`src/rtl/if_fetch_pkg.sv`:
```
`default_nettype none
// ============================================================================
// Module   : if_fetch_pkg
// Brief    : Shared fetch-stage definitions: state encodings, word size, NOP.
// Revision : 1.0 - initial release
// ============================================================================
package if_fetch_pkg;

    typedef enum logic [1:0] {
        IF_IDLE    = 2'd0,
        IF_REQ     = 2'd1,
        IF_DISCARD = 2'd2
    } if_state_e;

    localparam logic [31:0] WORD_BYTES = 32'd4;
    localparam logic [31:0] NOP_INSTR  = 32'h0000_0000;

    typedef struct packed {
        logic [31:0] npc;
        logic [31:0] instr;
    } if_entry_t;

    function automatic logic [31:0] align_word(input logic [31:0] addr);
        return addr & ~(WORD_BYTES - 32'd1);
    endfunction

endpackage
`default_nettype wire

```
`src/rtl/if_fetch_skid.sv`:
```
`default_nettype none
// ============================================================================
// Module   : if_fetch_skid
// Brief    : One-entry npc+instr holding buffer with push/pop/clear.
// Revision : 1.0 - initial release
// ============================================================================
module if_fetch_skid
    import if_fetch_pkg::*;
(
    input  logic      clk,
    input  logic      rst,
    input  logic      push,
    input  logic      pop,
    input  logic      clear,
    input  if_entry_t din,
    output if_entry_t dout,
    output logic      full
);

    if_entry_t r_entry_q, w_entry_d;
    logic      r_full_q,  w_full_d;

    always_comb begin
        w_entry_d = r_entry_q;
        w_full_d  = r_full_q;
        if (clear) begin
            w_full_d = 1'b0;
        end else if (push) begin
            w_entry_d = din;
            w_full_d  = 1'b1;
        end else if (pop) begin
            w_full_d = 1'b0;
        end
    end

    always_ff @(posedge clk) begin
        if (rst) begin
            r_entry_q <= '0;
            r_full_q  <= 1'b0;
        end else begin
            r_entry_q <= w_entry_d;
            r_full_q  <= w_full_d;
        end
    end

    assign dout = r_entry_q;
    assign full = r_full_q;

endmodule
`default_nettype wire

```
`src/rtl/if_fetch.sv`:
```
`default_nettype none
// ============================================================================
// Module   : if_fetch
// Brief    : Instruction fetch stage with req/ack memory port, skid buffer and
//            branch redirect. Optional IF_BPC_ALIGN_CHECK_EN adds IF_adel.
// Revision : 1.0 - initial release
// ============================================================================
module if_fetch
    import if_fetch_pkg::*;
#(
    parameter logic [31:0] RESET_PC = 32'h0000_0000
) (
    input  logic        clk,
    input  logic        rst,
    input  logic [31:0] EX_bpc,
    input  logic        EX_branch_taken,
    input  logic        IF_stall,
    output logic        imem_req,
    output logic [31:0] imem_addr,
    input  logic        imem_ack,
    input  logic [31:0] imem_rdata,
    output logic        IF_valid,
    output logic [31:0] IF_npc,
    output logic [31:0] IF_instr
`ifdef IF_BPC_ALIGN_CHECK_EN
    ,
    output logic        IF_adel
`endif
);

    if_state_e   r_state_q, w_state_d;
    logic [31:0] r_pc_q,    w_pc_d;
    logic        r_req_q,   w_req_d;
    logic [31:0] r_addr_q,  w_addr_d;
    logic        r_valid_q, w_valid_d;
    logic [31:0] r_npc_q,   w_npc_d;
    logic [31:0] r_instr_q, w_instr_d;

    logic        w_skid_push;
    logic        w_skid_pop;
    logic        w_skid_clear;
    logic        w_skid_full;
    if_entry_t   w_skid_din;
    if_entry_t   w_skid_dout;

    logic        w_ack;
    logic [31:0] w_target;
    logic [31:0] w_pc_inc;

    assign w_ack      = r_req_q & imem_ack;
    assign w_target   = align_word(EX_bpc);
    assign w_pc_inc   = r_pc_q + WORD_BYTES;
    assign w_skid_din = {w_pc_inc, imem_rdata};

    always_comb begin
        w_state_d    = r_state_q;
        w_pc_d       = r_pc_q;
        w_req_d      = r_req_q;
        w_addr_d     = r_addr_q;
        w_valid_d    = r_valid_q;
        w_npc_d      = r_npc_q;
        w_instr_d    = r_instr_q;
        w_skid_push  = 1'b0;
        w_skid_pop   = 1'b0;
        w_skid_clear = 1'b0;

        if (EX_branch_taken) begin
            w_pc_d       = w_target;
            w_valid_d    = 1'b0;
            w_skid_clear = 1'b1;
            // An unacknowledged request must finish its handshake before the new pc goes out.
            if (r_req_q && !imem_ack) begin
                w_state_d = IF_DISCARD;
            end else begin
                w_state_d = IF_REQ;
                w_req_d   = 1'b1;
                w_addr_d  = w_target;
            end
        end else begin
            case (r_state_q)
                IF_IDLE: begin
                    w_state_d = IF_REQ;
                    w_req_d   = 1'b1;
                    w_addr_d  = r_pc_q;
                end
                IF_REQ: begin
                    if (w_ack) begin
                        w_pc_d  = w_pc_inc;
                        w_req_d = 1'b0;
                        if (!IF_stall && !w_skid_full) begin
                            w_valid_d = 1'b1;
                            w_npc_d   = w_pc_inc;
                            w_instr_d = imem_rdata;
                        end else begin
                            w_skid_push = 1'b1;
                        end
                    end else if (!r_req_q && !w_skid_full) begin
                        w_req_d  = 1'b1;
                        w_addr_d = r_pc_q;
                    end
                end
                IF_DISCARD: begin
                    if (w_ack) begin
                        w_state_d = IF_REQ;
                        w_req_d   = 1'b0;
                    end
                end
                default: begin
                    w_state_d = IF_IDLE;
                    w_req_d   = 1'b0;
                end
            endcase

            // Cycles with no delivered memory data: drain the skid or go empty.
            if (!(r_state_q == IF_REQ && w_ack) && !IF_stall) begin
                if (w_skid_full) begin
                    w_skid_pop = 1'b1;
                    w_valid_d  = 1'b1;
                    w_npc_d    = w_skid_dout.npc;
                    w_instr_d  = w_skid_dout.instr;
                end else begin
                    w_valid_d = 1'b0;
                end
            end
        end
    end

    always_ff @(posedge clk) begin
        if (rst) begin
            r_state_q <= IF_IDLE;
            r_pc_q    <= RESET_PC;
            r_req_q   <= 1'b0;
            r_addr_q  <= 32'h0000_0000;
            r_valid_q <= 1'b0;
            r_npc_q   <= 32'h0000_0000;
            r_instr_q <= NOP_INSTR;
        end else begin
            r_state_q <= w_state_d;
            r_pc_q    <= w_pc_d;
            r_req_q   <= w_req_d;
            r_addr_q  <= w_addr_d;
            r_valid_q <= w_valid_d;
            r_npc_q   <= w_npc_d;
            r_instr_q <= w_instr_d;
        end
    end

    if_fetch_skid u_skid (
        .clk   (clk),
        .rst   (rst),
        .push  (w_skid_push),
        .pop   (w_skid_pop),
        .clear (w_skid_clear),
        .din   (w_skid_din),
        .dout  (w_skid_dout),
        .full  (w_skid_full)
    );

`ifdef IF_BPC_ALIGN_CHECK_EN
    logic r_adel_q, w_adel_d;

    assign w_adel_d = EX_branch_taken & (EX_bpc[1:0] != 2'b00);

    always_ff @(posedge clk) begin
        if (rst) begin
            r_adel_q <= 1'b0;
        end else begin
            r_adel_q <= w_adel_d;
        end
    end

    assign IF_adel = r_adel_q;
`endif

    assign imem_req  = r_req_q;
    assign imem_addr = r_addr_q;
    assign IF_valid  = r_valid_q;
    assign IF_npc    = r_npc_q;
    assign IF_instr  = r_instr_q;

endmodule
`default_nettype wire

```
`config.mk`:
```
export PLATFORM = sky130hd
export DESIGN_NAME = if_fetch
export DESIGN_NICKNAME = d
export VERILOG_FILES = /design/src/rtl/if_fetch_pkg.sv /design/src/rtl/if_fetch_skid.sv /design/src/rtl/if_fetch.sv
export SDC_FILE = /design/constraint.sdc
export NUM_CORES = 1
export LEC_CHECK = 0
export BUFFER_PORTS_ARGS = -buffer_cell sky130_fd_sc_hd__buf_2
export CAP_MARGIN = 25
export CORE_ASPECT_RATIO = 1.4
export CORE_MARGIN = 2
export CORE_UTILIZATION = 42
export DETAILED_ROUTE_END_ITERATION = 12
export MAX_ROUTING_LAYER = met4
export PLACE_DENSITY = 0.6
export REMOVE_ABC_BUFFERS = 1
export SYNTH_ARGS = -nofsm -noshare
export SYNTH_HDL_FRONTEND = slang
export SYNTH_SLANG_ARGS = --single-unit
```
`constraint.sdc`:
```
create_clock -name clk -period 3.61 [get_ports clk]
set_input_delay 0 -clock clk [delete_from_list [all_inputs] [get_ports clk]]
set_output_delay 0 -clock clk [all_outputs]
set_load 0.01 [all_outputs]
```
**After elaboration in Yosys (flattened, before gate mapping)**

Cells that the tools add are included.

- Input bits: 69
- Logic and storage cells: 91
- Register bits after elaboration: 197
- Output and inout port bits: 98

- Multiplexer cells: 42
- Equal/unequal tests: 8
- Bitwise operators: 2
- Reductions and logical operators: 27
- $add $sub $neg: 1

Operator list:

| kind | number |
|---|---|
| two-way mux 32 bit | 17 |
| case mux 32 bit (2 select lines) | 1 |
| adder 32 x 3 -> 32 bit (second input constant) | 1 |
| two-way mux 1 bit | 19 |
| nonzero test 2 bit | 6 |
| != test 3 bit (second input constant) | 3 |
| AND reduction 2 bit | 4 |
| two-way mux 2 bit | 3 |
| case mux 2 bit (3 select lines) | 1 |
| AND reduction 3 bit | 2 |
| logical AND 1 bit | 5 |
| zero test 1 bit | 5 |
| != test 2 bit (second input constant) | 2 |
| != test 4 bit (second input constant) | 1 |
| AND reduction 4 bit | 1 |
| OR reduction 2 bit | 2 |
| case mux 1 bit (3 select lines) | 1 |
| nonzero test 3 bit | 1 |
| == test 2 x 1 -> 1 bit (second input constant) | 1 |
| == test 2 bit (second input constant) | 1 |
| zero test 2 bit | 1 |
| AND 1 bit | 1 |
| inverter 1 bit | 1 |

**Depth between registers and ports, before layout**

Gate-level depths: netlist of run 1.

- Word-level depth: 8
- Depth in mapped cells: 8
- Gate-level depth less buffers: 6

**Modules after synthesis**

A second synthesis of run 1 with hierarchy kept.

- Cell total of the unflattened synthesis: 1077
- Area total of the unflattened synthesis: 9610.5 um2

Modules (own cells, without submodules):

| module | area an instance (um2) | seq. area each (um2) | cells an instance | times used |
|---|---|---|---|---|
| if_fetch | 6577.6 | 2562.5 | 781 | 1 |
| if_fetch_skid | 3032.9 | 1301.2 | 296 | 1 |

**Worst setup path after synthesis of run 1**

No wires, ideal clock.

- Path kind: reg-to-reg
- Start point: register r_pc_q[9]
- End point: register r_pc_q[31]
- Data arrival time: 2.373 ns
- Cell stages (with the launch flop): 9
- Clock period less this slack: 2.463 ns
- Library setup time: 0.091 ns
- Slack: 1.147 ns
- Required time: 3.519 ns
- Buffers on the path: 3
- Cells stage by stage: dfxtp_1 -> buf_2 -> nand4_2 -> or4_4 -> buf_6 -> or4_1 -> buf_2 -> or3_1 -> a311oi_1

- Word-level cells in the longest chain between the ends: 4

Ends and longest elaborated chain:

| what | line | source |
|---|---|---|
| start: declaration | if_fetch.sv:32 | `logic [31:0] r_pc_q, w_pc_d;` |
| start signal: assignment | if_fetch.sv:139 | `r_pc_q <= w_pc_d;` |
| adder 32 x 3 -> 32 bit | if_fetch.sv:52 | `assign w_pc_inc = r_pc_q + WORD_BYTES;` |
| two-way mux 32 bit | if_fetch.sv:87 | `if (w_ack) begin` |
| two-way mux 32 bit | if_fetch.sv:80 | `case (r_state_q)` |
| two-way mux 32 bit | if_fetch.sv:67 | `if (EX_branch_taken) begin` |

No other way between the ends. The select of a mux whose other input is x is not followed.
A chain may end at the register's enable or synchronous reset.

**Final worst setup path of run 1**

- Start point: register r_pc_q[2]
- End point: register r_npc_q[26], in the netlist IF_npc[26]

- Word-level cells in the longest chain between the ends: 6

Ends and longest elaborated chain:

| what | line | source |
|---|---|---|
| adder 32 x 3 -> 32 bit (*) | if_fetch.sv:52 |  |
| two-way mux 32 bit (*) | if_fetch.sv:90 | `if (!IF_stall && !w_skid_full) begin` |
| two-way mux 32 bit (*) | if_fetch.sv:87 |  |
| two-way mux 32 bit (*) | if_fetch.sv:80 |  |
| two-way mux 32 bit | if_fetch.sv:116 | `if (w_skid_full) begin` |
| two-way mux 32 bit (*) | if_fetch.sv:115 | `if (!(r_state_q == IF_REQ && w_ack) && !IF_stall) begin` |
| end signal: assignment | if_fetch.sv:143 | `r_npc_q <= w_npc_d;` |
| end: declaration | if_fetch.sv:36 | `logic [31:0] r_npc_q, w_npc_d;` |

Every way passes the cells marked *; elsewhere a longest branch is shown, timed or not.

==> results.toml, run 1 <==
[run_status]
status = "completed"

[sta]
period_needed_ps = 2700
fin_worst_skew_ps = 13.2
drv_slew = 0
rsz0062_at_grt = "no"
fin_crit_sh_pct = 74.8
finalHoldViolCount = 0
slew_headroom_pct = 37.1
finalSetupViolCount = 0
fmax_ghz = 0.370
tightest_slew_ps = 943

[grt]
grt_max_degree = 76
gr-total-overflow = 0
antenna_found_initial = 0
grt_pass1_wl_microns = 39000
grt.total_usage_pct = 22.4
first_global_vias = 7676

[critical_path]
end_kind = "register"
cp.arrival_ps = 3040
worstSetupPathType = "register to register"
worstReg2RegStart = "r_pc_q[2]"
slowest_delay_ps = 830
r2r_slack_ps = 910
cp_cell_sequence = "ha_1 > nand3_1 > buf_4 > or4_1 > nor4_1 > o21ai_0 > a221oi_1"
critical_path.max_fanout = 14
slowest_stage = "or4_1"
reg2regPathDepth = 7
critPathLaunchType = "register"
cp.required_ps = 3950
reg2reg_to = "IF_npc[26]"

[finish]
areaGrowthSynthToFinish_pct = 24.4
layout-drive-gt1-share_pct = 18.4
final_core_util_pct = 52.8
final_common_cell = "dfxtp_1"
finalInstanceArea_sq_um = 10800
fill_cells = 1979
final_cell_mix = "dfxtp_1, buf_2, nor2_1"
nets = 1283
n_antenna_cell = 0

[die]
die_w_microns = 125
dieArea_sq_um = 21800
start_util_pct = 42.5
die_h_microns = 174
core_area_sq_um = 20400
num_rows = 62
ios = 167

[logic_synthesis]
syn_area_per_cell_sq_um = 8.23
ys_seq_area_share_pct = 44.1
synthCells = 1052
yosys_warnings = 0
ys_types = 51
synth_seq_cells = 191
syn_area_sq_um = 8660

[route]
wl_per_cell_microns = 16.2
dr.pass1.iters = 6
wl_microns = 24000
via_count = 8143
drt-initial-drc-count = 407
postRouteAntennaNets = 0
vias_per_cell = 5.50
drc = 0

[min_path]
hold_class = "primary input to register"
min_to = "u_skid.dout[6]"
min_from = "rst"
whs_path_depth = 2

[placed_design]
gp_congestion = 0.834
port_buffers = 162
place_area_sq_um = 9570
post-dp-hpwl_microns = 15500

[power_and_ir_drop]
p_per_area_nw_per_um2 = 434
p_leak_uw = 0.00410
peakVddDrop_v = 0.000336

[clock_network]
post_cts_resized = 0
cts_buffers = 17
htree_levels = 4
cts_buffer_depth = 2
cts_tree = "yes"
path_clk_slew_ps = 70
clock_latency_ps = 430
cts_root_buffer = "clkbuf_16"
clock_sinks = 191

[run]
drv_cap = 0
## where the power goes
part | leakage, uW | internal, uW | switching, uW
clock | 0.000271 | 1050 | 806
combinational | 0.00227 | 245 | 305
sequential | 0.00156 | 2200 | 79.6
total | 0.00410 | 3490 | 1190
## cell usage after synthesis, drive strengths merged
cell type,number,share of area (%)
o22ai,54,3.9
nand4b,1,0.10
dfxtp,191,44
o31a,10,1.0
conb,1,0.043
ha,1,0.14
a211o,1,0.10
nand2,122,5.3
and4b,1,0.12
nand4,8,0.72
and3,1,0.072
inv,23,1.0
nor4,25,1.9
nand3,15,0.87
nand2b,2,0.14
and4,2,0.20
a21boi,1,0.087
a211oi,98,8.5
a221o,1,0.12
o21a,2,0.17
a221oi,33,3.3
a21oi,49,2.8
clkbuf,81,3.5
o21bai,7,0.61
buf,23,1.3
o21ai,23,1.3
nor2b,2,0.14
or2,4,0.29
mux2i,27,3.1
o22a,2,0.20
nor2,140,6.1
a21o,1,0.087
xnor2,24,2.4
o221ai,3,0.30
or4,4,0.39
or3,7,0.51
a311oi,9,0.91
nor3b,2,0.17
a2111oi,1,0.10
nor3,32,1.8
xor2,18,1.8
## worst max path at each step
stage                     startpoint         endpoint  slack [ps]  cells after the start
final                      r_pc_q[2]       IF_npc[26]         910                      7
after global routing       r_pc_q[2]       IF_npc[28]         700                      7
after detailed placement   r_pc_q[2]       IF_npc[26]         910                      7
after floorplan             imem_req  u_skid.dout[34]       -2770                      3
after CTS                  r_pc_q[2]       IF_npc[26]         890                      7
after global placement    r_pc_q[12]       r_pc_q[31]         950                      5
## worst max-delay path: cells and delay by family, from the launching register on
kind                     cells  cell delay (ps)
adder cells (fa/ha/maj)      1              260
buffers and inverters        1              190
AO/OA/AOI/OAI                2              400
flip-flops                   1              460
AND/OR/NAND/NOR              3             1290
## final cells by class
| cell class | count | area [sq um] | area share (%) |
|---|---|---|---|
| Multi-Input combinational cell | 735 | 4360 | 40.5 |
| Sequential cell | 191 | 3820 | 35.5 |
| Timing Repair Buffer | 245 | 1610 | 15.0 |
| Clock buffer | 21 | 460 | 4.27 |
| Tap cell | 256 | 320 | 2.97 |
| Clock inverter | 10 | 114 | 1.06 |
| Inverter | 23 | 86.3 | 0.801 |
## state kept, by name, indices dropped and copies added (netlist names)
register	count
IF_npc	32
r_state_q	2
u_skid.full	1
IF_valid	1
IF_instr	32
r_pc_q	30
imem_req	1
u_skid.dout	62
imem_addr	30
## logic make-up (layout without fill, tap and decap cells)
group | count (synthesis) | count (layout) | synth area share [%]
simple gates | 368 | 368 | 18.8
compound gates | 295 | 295 | 23.6
flops | 191 | 191 | 44.1
buf+inv | 127 | 299 | 5.88
xor+xnor | 42 | 42 | 4.25
mux | 27 | 27 | 3.12
fa+ha+maj | 1 | 1 | 0.144
other cells | 1 | 2 | 0.0433
## repair_timing
| item | in CTS | in global routing |
|---|---|---|
| hold buffers | 63 | 0 |
| setup buffers | 0 | 0 |
| hold endpoints to repair | 122 | 0 |
## per-layer routing
layer,routed length [microns],track usage [%]
met1,10600,26.8
met2,12100,38.7
met3,846,3.79
met4,436,6.67
met5,0,-
## per-stage QoR
stage / power, uW / worst slack (ps) / TNS [ps] / instances / hold WS, ps
floorplan: 2580 / -2770 / -162260 / 949 / 69.1
detailed placement: 2820 / 912 / 0 / 1387 / 250
finish: 4680 / 910 / 0 / 1481 / 44.6
CTS: 4730 / 889 / 0 / 1481 / 23.2
global placement: 2810 / 955 / 0 / 1387 / 251
global route: 4890 / 701 / 0 / 1481 / 59.4
Power figures use the tool's default switching activity.
==> run 2, diff against run 1 <==
- PLACE_DENSITY: 0.6 -> 0.63
- clock period: 3.61 -> 2.35 ns (I/O delays scaled with it)
==> run 2 against run 1 <==
  * Total power grew 55%
  * Register-to-register slack lost 800 ps
  * Cell area grew 4.0%
  * First-iteration DRC count grew 32%
  * Clock-buffer cell count shrank 1
  * Sequential cell count is the same
==> results.toml, run 2 (synthesized netlist as in run 1, its figures left out) <==
[route]
drt-initial-drc-count = 537
wl_microns = 25300
drc = 0
vias_per_cell = 5.54
wl_per_cell_microns = 16.6
dr.pass1.iters = 5
via_count = 8432
postRouteAntennaNets = 0

[grt]
gr-total-overflow = 0
antenna_found_initial = 0
grt_pass1_wl_microns = 41000
first_global_vias = 8078
grt.total_usage_pct = 23.7
grt_max_degree = 71

[clock_network]
clock_sinks = 191
cts_tree = "yes"
cts_buffer_depth = 2
cts_buffers = 17
htree_levels = 4
path_clk_slew_ps = 70
cts_root_buffer = "clkbuf_16"
postCtsSetupBuffers = 0
clock_latency_ps = 440

[run]
drv_cap = 0

[critical_path]
reg2reg_to = "r_pc_q[31]"
critPathCapture = "r_pc_q[31]"
cp.required_ps = 2700
critPathLaunchType = "register"
reg2regPathDepth = 5
r2r_slack_ps = 120
cp-startpoint = "r_pc_q[12]"
end_kind = "register"
critical_path.max_fanout = 5
worstSetupPathType = "register to register"
cp.arrival_ps = 2590
worstReg2RegStart = "r_pc_q[12]"

[placed_design]
gp_congestion = 0.837
place_worst_setup_slack_ps = 39.1
post-dp-hpwl_microns = 16600
port_buffers = 162

[finish]
layout-drive-gt1-share_pct = 21.6
fill_cells = 1887
n_antenna_cell = 0
areaGrowthSynthToFinish_pct = 29.4
final_common_cell = "dfxtp_1"
final_cell_mix = "dfxtp_1, buf_2, nor2_1"
nets = 1324
largest_register_ffs = 62
final_core_util_pct = 55.0

[die]
core_area_sq_um = 20400
start_util_pct = 42.5
dieArea_sq_um = 21800
num_rows = 62
die_w_microns = 125
die_h_microns = 174
ios = 167

[sta]
fin_crit_sh_pct = 95.1
tightest_slew_ps = 585
finalHoldViolCount = 0
drv_slew = 0
hold_ws_ps = 30.0
fin_worst_skew_ps = 11.0
rsz0062_at_grt = "no"
finalSetupViolCount = 0
fmax_ghz = 0.447
period_needed_ps = 2230
setup_ws_ps = 115
slew_headroom_pct = 61.0

[power_and_ir_drop]
p_leak_uw = 0.00433
peakVddDrop_v = 0.000477
p_per_area_nw_per_um2 = 649

[min_path]
hold_class = "primary input to register"

[run_status]
status = "completed"
==> run 2: cell count changes in the layout (fill, tap and decap cells not counted), moves of 2 or more <==
cell | previous run | this run
clkinv_2 | 3 | 1
buf_4 | 20 | 53
inv_6 | 0 | 3
nor4_2 | 1 | 5
nor4_1 | 24 | 20
buf_12 | 1 | 8
==> run 2: final cells by class <==
cell class	count	area (sq um)	share of cell area, %
clock buffer	20	447	3.98
timing repair buffer	286	2010	17.9
clock inverter	11	131	1.17
tap	256	320	2.86
sequential	191	3820	34.1
inverter	23	86.3	0.770
multi-input combinational	735	4390	39.2
==> run 2: worst min path at each step <==
stage,from,end,cells after the start
after CTS,rst,u_skid.dout[0],2
after global placement,imem_ack,r_state_q[1],2
after floorplan,rst,r_pc_q[10],1
final,rst,u_skid.dout[0],2
after global routing,rst,u_skid.dout[19],2
after detailed placement,imem_ack,r_state_q[1],2
==> run 2: metrics by stage <==
stage / total power (uW) / setup TNS (ps) / area (sq um) / cells
6_report: 7270 / 0 / 11200 / 1522
5_1_grt: 7570 / 0 / 11200 / 1522
4_1_cts: 7340 / 0 / 11200 / 1522
3_5_place_dp: 4390 / 0 / 9960 / 1427
3_3_place_gp: 4380 / 0 / 9960 / 1427
2_1_floorplan: 3960 / -338690 / 8240 / 949
==> run 2: timing repair <==
action | in CTS | in global routing
setup endpoints to repair | 0 | 7
hold buffers | 64 | 0
hold endpoints to repair | 124 | 0
gates resized for setup | 0 | 8
==> run 2: worst max-delay path: stages (launching register included) <==
cell and delay [ps]:
dfxtp_1 350, nand4_2 120, or4_4 550, or4_4 530, or3_1 360, a311oi_1 250
==> run 2: power breakdown <==
part	total (uW)	internal, uW	switching (uW)
Combinational	924	415	509
Clock	2880	1600	1270
Sequential	3480	3370	101
==> run 2: layer usage <==
metal | global-route usage (%) | vias up | share of wire (%)
li1 | - | 4218 | -
met1 | 27.7 | 3997 | 43
met2 | 41.2 | 180 | 51
met3 | 4.12 | 37 | 3.5
met4 | 7.87 | 0 | 2.0
met5 | - | - | 0
